**src/rtl/uut_run_ctrl.sv**
```systemverilog
// UUT run controller: programmable-ratio clock enable, UUT reset sequencing,
// run supervision with end/timeout detection and UUT period counting.
module uut_run_ctrl #(
  parameter int DIV_WIDTH  = 8,
  parameter int CNT_WIDTH  = 32,
  parameter int RST_CYCLES = 4
) (
  input  logic                 clk,
  input  logic                 rst,
  input  logic                 start,
  input  logic [DIV_WIDTH-1:0] div_sel,
  input  logic [CNT_WIDTH-1:0] timeout_cycles,
  input  logic                 end_uut,
  output logic                 uut_clk_en,
  output logic                 rst_uut,
  output logic                 busy,
  output logic                 done,
  output logic                 timed_out,
  output logic [CNT_WIDTH-1:0] cycle_count
);

  localparam int RW = (RST_CYCLES > 1) ? $clog2(RST_CYCLES) : 1;
  localparam logic [RW-1:0] RST_LAST = RW'(RST_CYCLES - 1);

  typedef enum logic [1:0] {
    IDLE,
    RESET_UUT,
    RUN,
    DONE
  } state_t;

  state_t               state, state_next;
  logic                 start_q;
  logic [DIV_WIDTH-1:0] div_reg, div_reg_next;
  logic [DIV_WIDTH-1:0] div_cnt, div_cnt_next, div_wrap;
  logic [CNT_WIDTH-1:0] tmo_reg, tmo_reg_next;
  logic [CNT_WIDTH-1:0] cnt_next, cnt_inc;
  logic [RW-1:0]        rst_cnt, rst_cnt_next;
  logic                 timed_out_next, rst_uut_next, busy_next, done_next;
  logic                 run_phase;

  // Enable is decoded purely from registers so it cannot glitch.
  assign run_phase  = (state == RESET_UUT) || (state == RUN);
  assign uut_clk_en = run_phase && (div_cnt == div_reg);
  assign div_wrap   = uut_clk_en ? '0 : div_cnt + 1'b1;
  assign cnt_inc    = (&cycle_count) ? cycle_count : cycle_count + 1'b1;

  always_comb begin
    state_next     = state;
    div_reg_next   = div_reg;
    tmo_reg_next   = tmo_reg;
    div_cnt_next   = '0;
    rst_cnt_next   = rst_cnt;
    cnt_next       = cycle_count;
    timed_out_next = timed_out;
    rst_uut_next   = rst_uut;

    case (state)
      IDLE: begin
        if (start && !start_q) begin
          state_next     = RESET_UUT;
          div_reg_next   = div_sel;
          tmo_reg_next   = timeout_cycles;
          rst_cnt_next   = '0;
          cnt_next       = '0;
          timed_out_next = 1'b0;
          rst_uut_next   = 1'b1;
        end
      end
      RESET_UUT: begin
        div_cnt_next = div_wrap;
        if (uut_clk_en) begin
          if (rst_cnt == RST_LAST) begin
            state_next   = RUN;
            rst_uut_next = 1'b0;
            div_cnt_next = '0;
          end else begin
            rst_cnt_next = rst_cnt + 1'b1;
          end
        end
      end
      RUN: begin
        div_cnt_next = div_wrap;
        if (uut_clk_en) cnt_next = cnt_inc;
        // end_uut takes priority over a coincident timeout.
        if (end_uut) begin
          state_next     = DONE;
          timed_out_next = 1'b0;
          div_cnt_next   = '0;
        end else if (uut_clk_en && (tmo_reg != '0) && (cnt_inc == tmo_reg)) begin
          state_next     = DONE;
          timed_out_next = 1'b1;
          div_cnt_next   = '0;
        end
      end
      DONE: begin
        state_next = IDLE;
      end
      default: begin
        state_next = IDLE;
      end
    endcase

    busy_next = (state_next == RESET_UUT) || (state_next == RUN);
    done_next = (state_next == DONE);
  end

  always_ff @(posedge clk or negedge rst) begin
    if (!rst) begin
      state       <= IDLE;
      start_q     <= 1'b0;
      div_reg     <= '0;
      tmo_reg     <= '0;
      div_cnt     <= '0;
      rst_cnt     <= '0;
      cycle_count <= '0;
      timed_out   <= 1'b0;
      rst_uut     <= 1'b1;
      busy        <= 1'b0;
      done        <= 1'b0;
    end else begin
      state       <= state_next;
      start_q     <= start;
      div_reg     <= div_reg_next;
      tmo_reg     <= tmo_reg_next;
      div_cnt     <= div_cnt_next;
      rst_cnt     <= rst_cnt_next;
      cycle_count <= cnt_next;
      timed_out   <= timed_out_next;
      rst_uut     <= rst_uut_next;
      busy        <= busy_next;
      done        <= done_next;
    end
  end

endmodule

```
**config.mk**
```make
export PLATFORM = sky130hd
export DESIGN_NAME = uut_run_ctrl
export DESIGN_NICKNAME = d
export VERILOG_FILES = /design/src/rtl/uut_run_ctrl.sv
export SDC_FILE = /design/constraint.sdc
export NUM_CORES = 1
export LEC_CHECK = 0
export BUFFER_PORTS_ARGS = -buffer_cell sky130_fd_sc_hd__buf_2
export CAP_MARGIN = 0
export CORE_MARGIN = 2
export CORE_UTILIZATION = 36
export DETAILED_ROUTE_END_ITERATION = 8
export MAX_ROUTING_LAYER = met4
export PLACE_DENSITY_LB_ADDON = 0.08
export SLEW_MARGIN = 20
export SYNTH_ARGS = -nofsm -noshare
export SYNTH_HDL_FRONTEND = slang
export SYNTH_SLANG_ARGS = --single-unit
```
**constraint.sdc**
```tcl
create_clock -name clk -period 3.2 [get_ports clk]
set_input_delay 0.32 -clock clk [delete_from_list [all_inputs] [get_ports clk]]
set_output_delay 0.32 -clock clk [all_outputs]
set_load 0.02 [all_outputs]
```
; ---- Word-level counts from Yosys, hierarchy flattened
; Cells that the tools add are included.
[word_totals]
regBits = 89
elab_cells = 74
inputBits = 44
output_inout_bits = 37
[op_classes]
n_eq_ne = 15
muxes = 28
n_addsub = 3
n_reduce_logical = 17
[op_table]
columns = cell, n
row1 = $mux W32, 3
row2 = $pmux W32 S2, 1
row3 = $mux W8, 5
row4 = $add A32 B1 Y32 const B, 1
row5 = $eq A32 B32 Y1, 1
row6 = $reduce_and A32 Y1, 1
row7 = $reduce_bool A32 Y1, 1
row8 = $mux W2, 8
row9 = $pmux W8 S2, 1
row10 = $eq A2 B2 Y1 const B, 5
row11 = $add A8 B1 Y8 const B, 1
row12 = $eq A8 B8 Y1, 1
row13 = $ne A2 B2 Y1 const B, 4
row14 = $pmux W2 S4, 1
row15 = $reduce_and A4 Y1, 2
row16 = $mux W1, 6
row17 = $reduce_and A3 Y1, 2
row18 = $eq A2 B1 Y1 const B, 2
row19 = $logic_and A1 B1 Y1, 4
row20 = $pmux W1 S2, 2
row21 = $pmux W2 S2, 1
row22 = $reduce_bool A2 Y1, 2
row23 = $ne A3 B2 Y1 const B, 1
row24 = $add A2 B1 Y2 const B, 1
row25 = other kinds (5), 6

; ---- Logic depth before layout (Yosys ltp)
[logic_depth]
ltp_word = 10
depth_mapped = 12
ltp_nobuf = 11

; ---- Worst setup path after synthesis
; No wires, ideal clock.
[synth_path]
path_kind = register to register
start = reg cycle_count[0]
end = reg busy
t_arrival_ns = 2.851
required_time_ns = 3.074
setup_slack_ns = 0.223
n_path_buf = 1
period_less_slack_ns = 2.977
setup_time_ns = 0.126
stages_incl_launch_ff = 12
path_cell_list = dfrtp_1 -> ha_1 -> and3_1 -> nand4_1 -> clkbuf_1 -> o311ai_1 -> xnor2_1 -> o2111ai_1 -> nor4_1 -> nand4_1 -> a21oi_1 -> ha_1
[synth_between]
elab_chain_cells = 9
word_cells_on_any_way = 11
classes_between = add/sub (1) / eq/ne (3) / mux (4) / reduce/logical (3)
[synth_rtl]
columns = item, line_no
row1 = from (decl), 19  ; output logic [CNT_WIDTH-1:0] cycle_count
row2 = from (signal assigned), 128  ; cycle_count <= cnt_next;
row3 = $add A32 B1 Y32 or $reduce_and A32 Y1 (tied branches), 46  ; assign cnt_inc = (&cycle_count) ? cycle_count : cycle_count + 1'b1;
row4 = $mux W32 *, 46
row5 = $eq A32 B32 Y1 *, 90  ; end else if (uut_clk_en && (tmo_reg != '0) && (cnt_inc == tmo_reg)) begin
row6 = $logic_and A1 B1 Y1 *, 90
row7 = $mux W2 *, 90
row8 = $mux W2 *, 86  ; if (end_uut) begin
row9 = $pmux W2 S4 *, 58  ; case (state)
row10 = net state_next[0], 32  ; state_t state, state_next;
row11 = $eq A2 B1 Y1 or $eq A2 B2 Y1 (tied branches), 104  ; busy_next = (state_next == RESET_UUT) || (state_next == RUN);
row12 = $logic_or A1 B1 Y1 *, 104
row13 = net busy_next, 39  ; logic timed_out_next, rst_uut_next, busy_next, done_next;
row14 = to (signal assigned), 131  ; busy <= busy_next;
row15 = to (decl), 16  ; output logic busy,
; Mark *: on every way through the listed nets, which the timed path passes. The rest lies on a longest branch.
; A chain may end at the register's enable or synchronous reset.

; ---- Final worst setup path
; Same ends and word-level chain as after synthesis.

==> impl_metrics.json <==
{
  "cp.arrival_ps": 3310,
  "synth_edf_count": 0,
  "required_ps": 3430,
  "drc": 0,
  "power_frac_seq": 0.409,
  "netlist_area_sq_um": 5570,
  "cts.sinks": 89,
  "r2r-end": "busy",
  "synth_seq_area_share": 0.400,
  "grt_pass1_vias": 5036,
  "drv_cap": 0,
  "n_antenna_cell": 0,
  "ys_warn_count": 0,
  "die_x_microns": 128,
  "wl_microns": 18200,
  "synth.distinct_cells": 64,
  "outcome": "complete, but fails checks",
  "setup_viol": 0,
  "place_congestion": 0.987,
  "row_count": 45,
  "globalRouteOverflowTotal": 0,
  "clock_path_buffers": 2,
  "fin_hold_ws_ps": -4.38,
  "clk_latency_ps": 350,
  "place_inst": 902,
  "final_cells": 918,
  "gr-usage-met3": 0.0437,
  "async_flop_share": 1.00,
  "rrSetupSlack_ps": 110,
  "power.switching_uw": 1490,
  "start_kind": "flop",
  "grt_max_degree": 50,
  "io_buffers": 80,
  "hold_viol": 1,
  "die-area_sq_um": 16500,
  "synth_nets": 648,
  "drtIter0Drc": 432,
  "post_cts_buffers": 0,
  "fin_util": 0.465,
  "switching_share": 0.342,
  "worstReg2RegStart": "cycle_count[0]",
  "cts_hold_buf": 0,
  "rr_worst_depth": 10,
  "path_cells": "ha_1, and3_2, nand4_1, or4_4, o31ai_2, o2111ai_2, nor4_2, nand4_1, a21oi_2, ha_1",
  "vdd_drop_max_mv": 0.384,
  "htree_levels": 3,
  "final_max_slew_viol_count": 0,
  "antenna_found_initial": 0,
  "cts_tree": "built",
  "final_antenna_net_count": 0,
  "finalPower_uw": 4370,
  "grt_usage": 0.236,
  "powerDensity_nw_per_um2": 621,
  "grtUsageMet2": 0.356,
  "hold_class": "in -> async",
  "synthCells": 597,
  "final_cell_mix": "86 x dfrtp_1, 79 x buf_2, 73 x buf_4, 71 x nand2_1, 41 x mux2_2",
  "critPathMaxFanout": 4,
  "max_freq_mhz": 324,
  "die_h_microns": 128,
  "endpoint_kind": "flop",
  "layout_commonest_cell": "dfrtp_1",
  "clock_skew_ps": 8.17,
  "routed_via_density": 5.61,
  "drt-pass1-iter-count": 5,
  "cts_root_buf": "clkbuf_16",
  "clock_power_share": 0.283,
  "period_minus_slack_ps": 3090,
  "boundaryPins": 81,
  "clkTransAtPathRegs_ps": 70,
  "drive_above_1_share": 0.325,
  "power.share.combinational": 0.308,
  "busiest_layer": "met2",
  "p_int_uw": 2880,
  "ys_ff_latch": 89,
  "post_drt_wl_per_cell_microns": 19.8,
  "synth_top_flop_cell": "dfrtp_1",
  "coreArea_sq_um": 15100,
  "dr_total_vias": 5148,
  "grt_pass1_wl_microns": 28700,
  "p_leak_uw": 0.00307,
  "syn_to_final_growth_pct": 26.4,
  "rsz0062_at_grt": "no",
  "violations": "hold timing",
  "initial_core_util": 0.368,
  "period_share": 0.964,
  "place_hpwl_microns": 13900,
  "cts_made_buffers": 9,
  "cpMaxStageDelayCell": "or4_4",
  "slowest_delay_ps": 520,
  "tightest_slew_ps": 982,
  "syn_area_per_cell_sq_um": 9.33,
  "crit_type": "reg -> reg",
  "slew_headroom": 0.343,
  "met1_usage": 0.318,
  "nets": 776,
  "nFillCells": 1489
}
timing repair:
action / in CTS / in global routing
setup endpoints to repair: 1 / 2
pin swaps: 0 / 3
resized for setup: 1 / 18
cell type report:
| type | instances | area (sq um) | area share |
|---|---|---|---|
| flip-flops and latches | 89 | 2230 | 0.317 |
| well taps | 188 | 235 | 0.0334 |
| repair buffers | 152 | 943 | 0.134 |
| clock buffers | 12 | 246 | 0.0350 |
| clock inverters | 4 | 98.8 | 0.0140 |
| inverters | 13 | 48.8 | 0.00694 |
| multi-input cells | 460 | 3230 | 0.459 |
power by group through the flow:
| stage | clock network (uW) | registers (uW) | logic [uW] |
|---|---|---|---|
| final | 1240 | 1780 | 1340 |
| after global routing | 1320 | 1820 | 1500 |
| after CTS | 1270 | 1780 | 1330 |
| after detailed placement | 0 | 1800 | 1320 |
| after global placement | 0 | 1790 | 1310 |
| after floorplan | 0 | 1650 | 996 |
cells in the mapped netlist, types with 3 or more instances:
library cell | n | area share
o41ai_1 | 4 | 0.0063
nor2b_1 | 3 | 0.0034
mux2_2 | 41 | 0.083
buf_2 | 12 | 0.011
a311o_1 | 3 | 0.0054
nand3_1 | 26 | 0.023
inv_1 | 13 | 0.0088
and3_1 | 7 | 0.0079
dfrtp_1 | 88 | 0.40
nor3_1 | 11 | 0.0099
nand3b_1 | 3 | 0.0040
or4_1 | 3 | 0.0040
and4_1 | 7 | 0.011
nand4_1 | 13 | 0.015
a21oi_1 | 23 | 0.021
o31ai_1 | 19 | 0.026
a2bb2oi_1 | 3 | 0.0047
and2_1 | 6 | 0.0067
ha_1 | 7 | 0.016
nand2_1 | 72 | 0.049
nor2_1 | 39 | 0.026
nand2b_1 | 8 | 0.0090
a32o_1 | 3 | 0.0054
xor2_1 | 22 | 0.035
nor4_1 | 17 | 0.019
or3_1 | 4 | 0.0045
a311oi_1 | 3 | 0.0047
buf_1 | 5 | 0.0034
o21ai_0 | 31 | 0.028
o2111ai_1 | 3 | 0.0047
xnor2_1 | 36 | 0.057
a31oi_1 | 6 | 0.0067
clkbuf_1 | 16 | 0.011
how the worst max path moves through the flow:
| stage | end | startpoint | slack (ps) | cells past startpoint |
|---|---|---|---|---|
| finish | busy | cycle_count[0] | 110 | 10 |
| global route | busy | cycle_count[0] | 20 | 10 |
| CTS | busy | cycle_count[0] | 8 | 11 |
| detailed placement | busy | cycle_count[19] | -50 | 9 |
| global placement | busy | cycle_count[30] | 50 | 10 |
| floorplan | busy | cycle_count[0] | 220 | 11 |
kinds of logic after synthesis:
kind of cell / count (synthesis) / share of synthesized area
xor gates and xnor gates: 58 / 0.0912
DFF: 89 / 0.400
and+or+nand+nor: 228 / 0.217
AOI/OAI and AO/OA: 124 / 0.153
buffers and inverters: 48 / 0.0364
adders and majority gates: 7 / 0.0157
muxes: 43 / 0.0867
per-stage QoR:
step / worst slack, ps / hold slack (ps) / area (sq um) / TNS [ps]
CTS: 8.48 / 22.1 / 6950 / 0
finish: 114 / -4.38 / 7040 / 0
global route: 16.8 / 48.2 / 7040 / 0
floorplan: 223 / 24.4 / 5570 / 0
detailed placement: -48.1 / 393 / 6600 / -48.1
global placement: 49.7 / 384 / 6600 / 0
worst max-delay path, delay by kind of cell (launching register included):
kind,cells,cell delay [ps]
adder cells (fa/ha/maj),2,460
flip-flops,1,390
AO/OA/AOI/OAI,3,700
AND/OR/NAND/NOR,5,1420
per-layer routing:
metal | up-vias | wire length [microns]
li1 | 2440 | -
met1 | 2525 | 8370
met2 | 155 | 8330
met3 | 28 | 1010
met4 | 0 | 435
met5 | - | 0
Note: power is estimated with default switching activity, not from simulation.
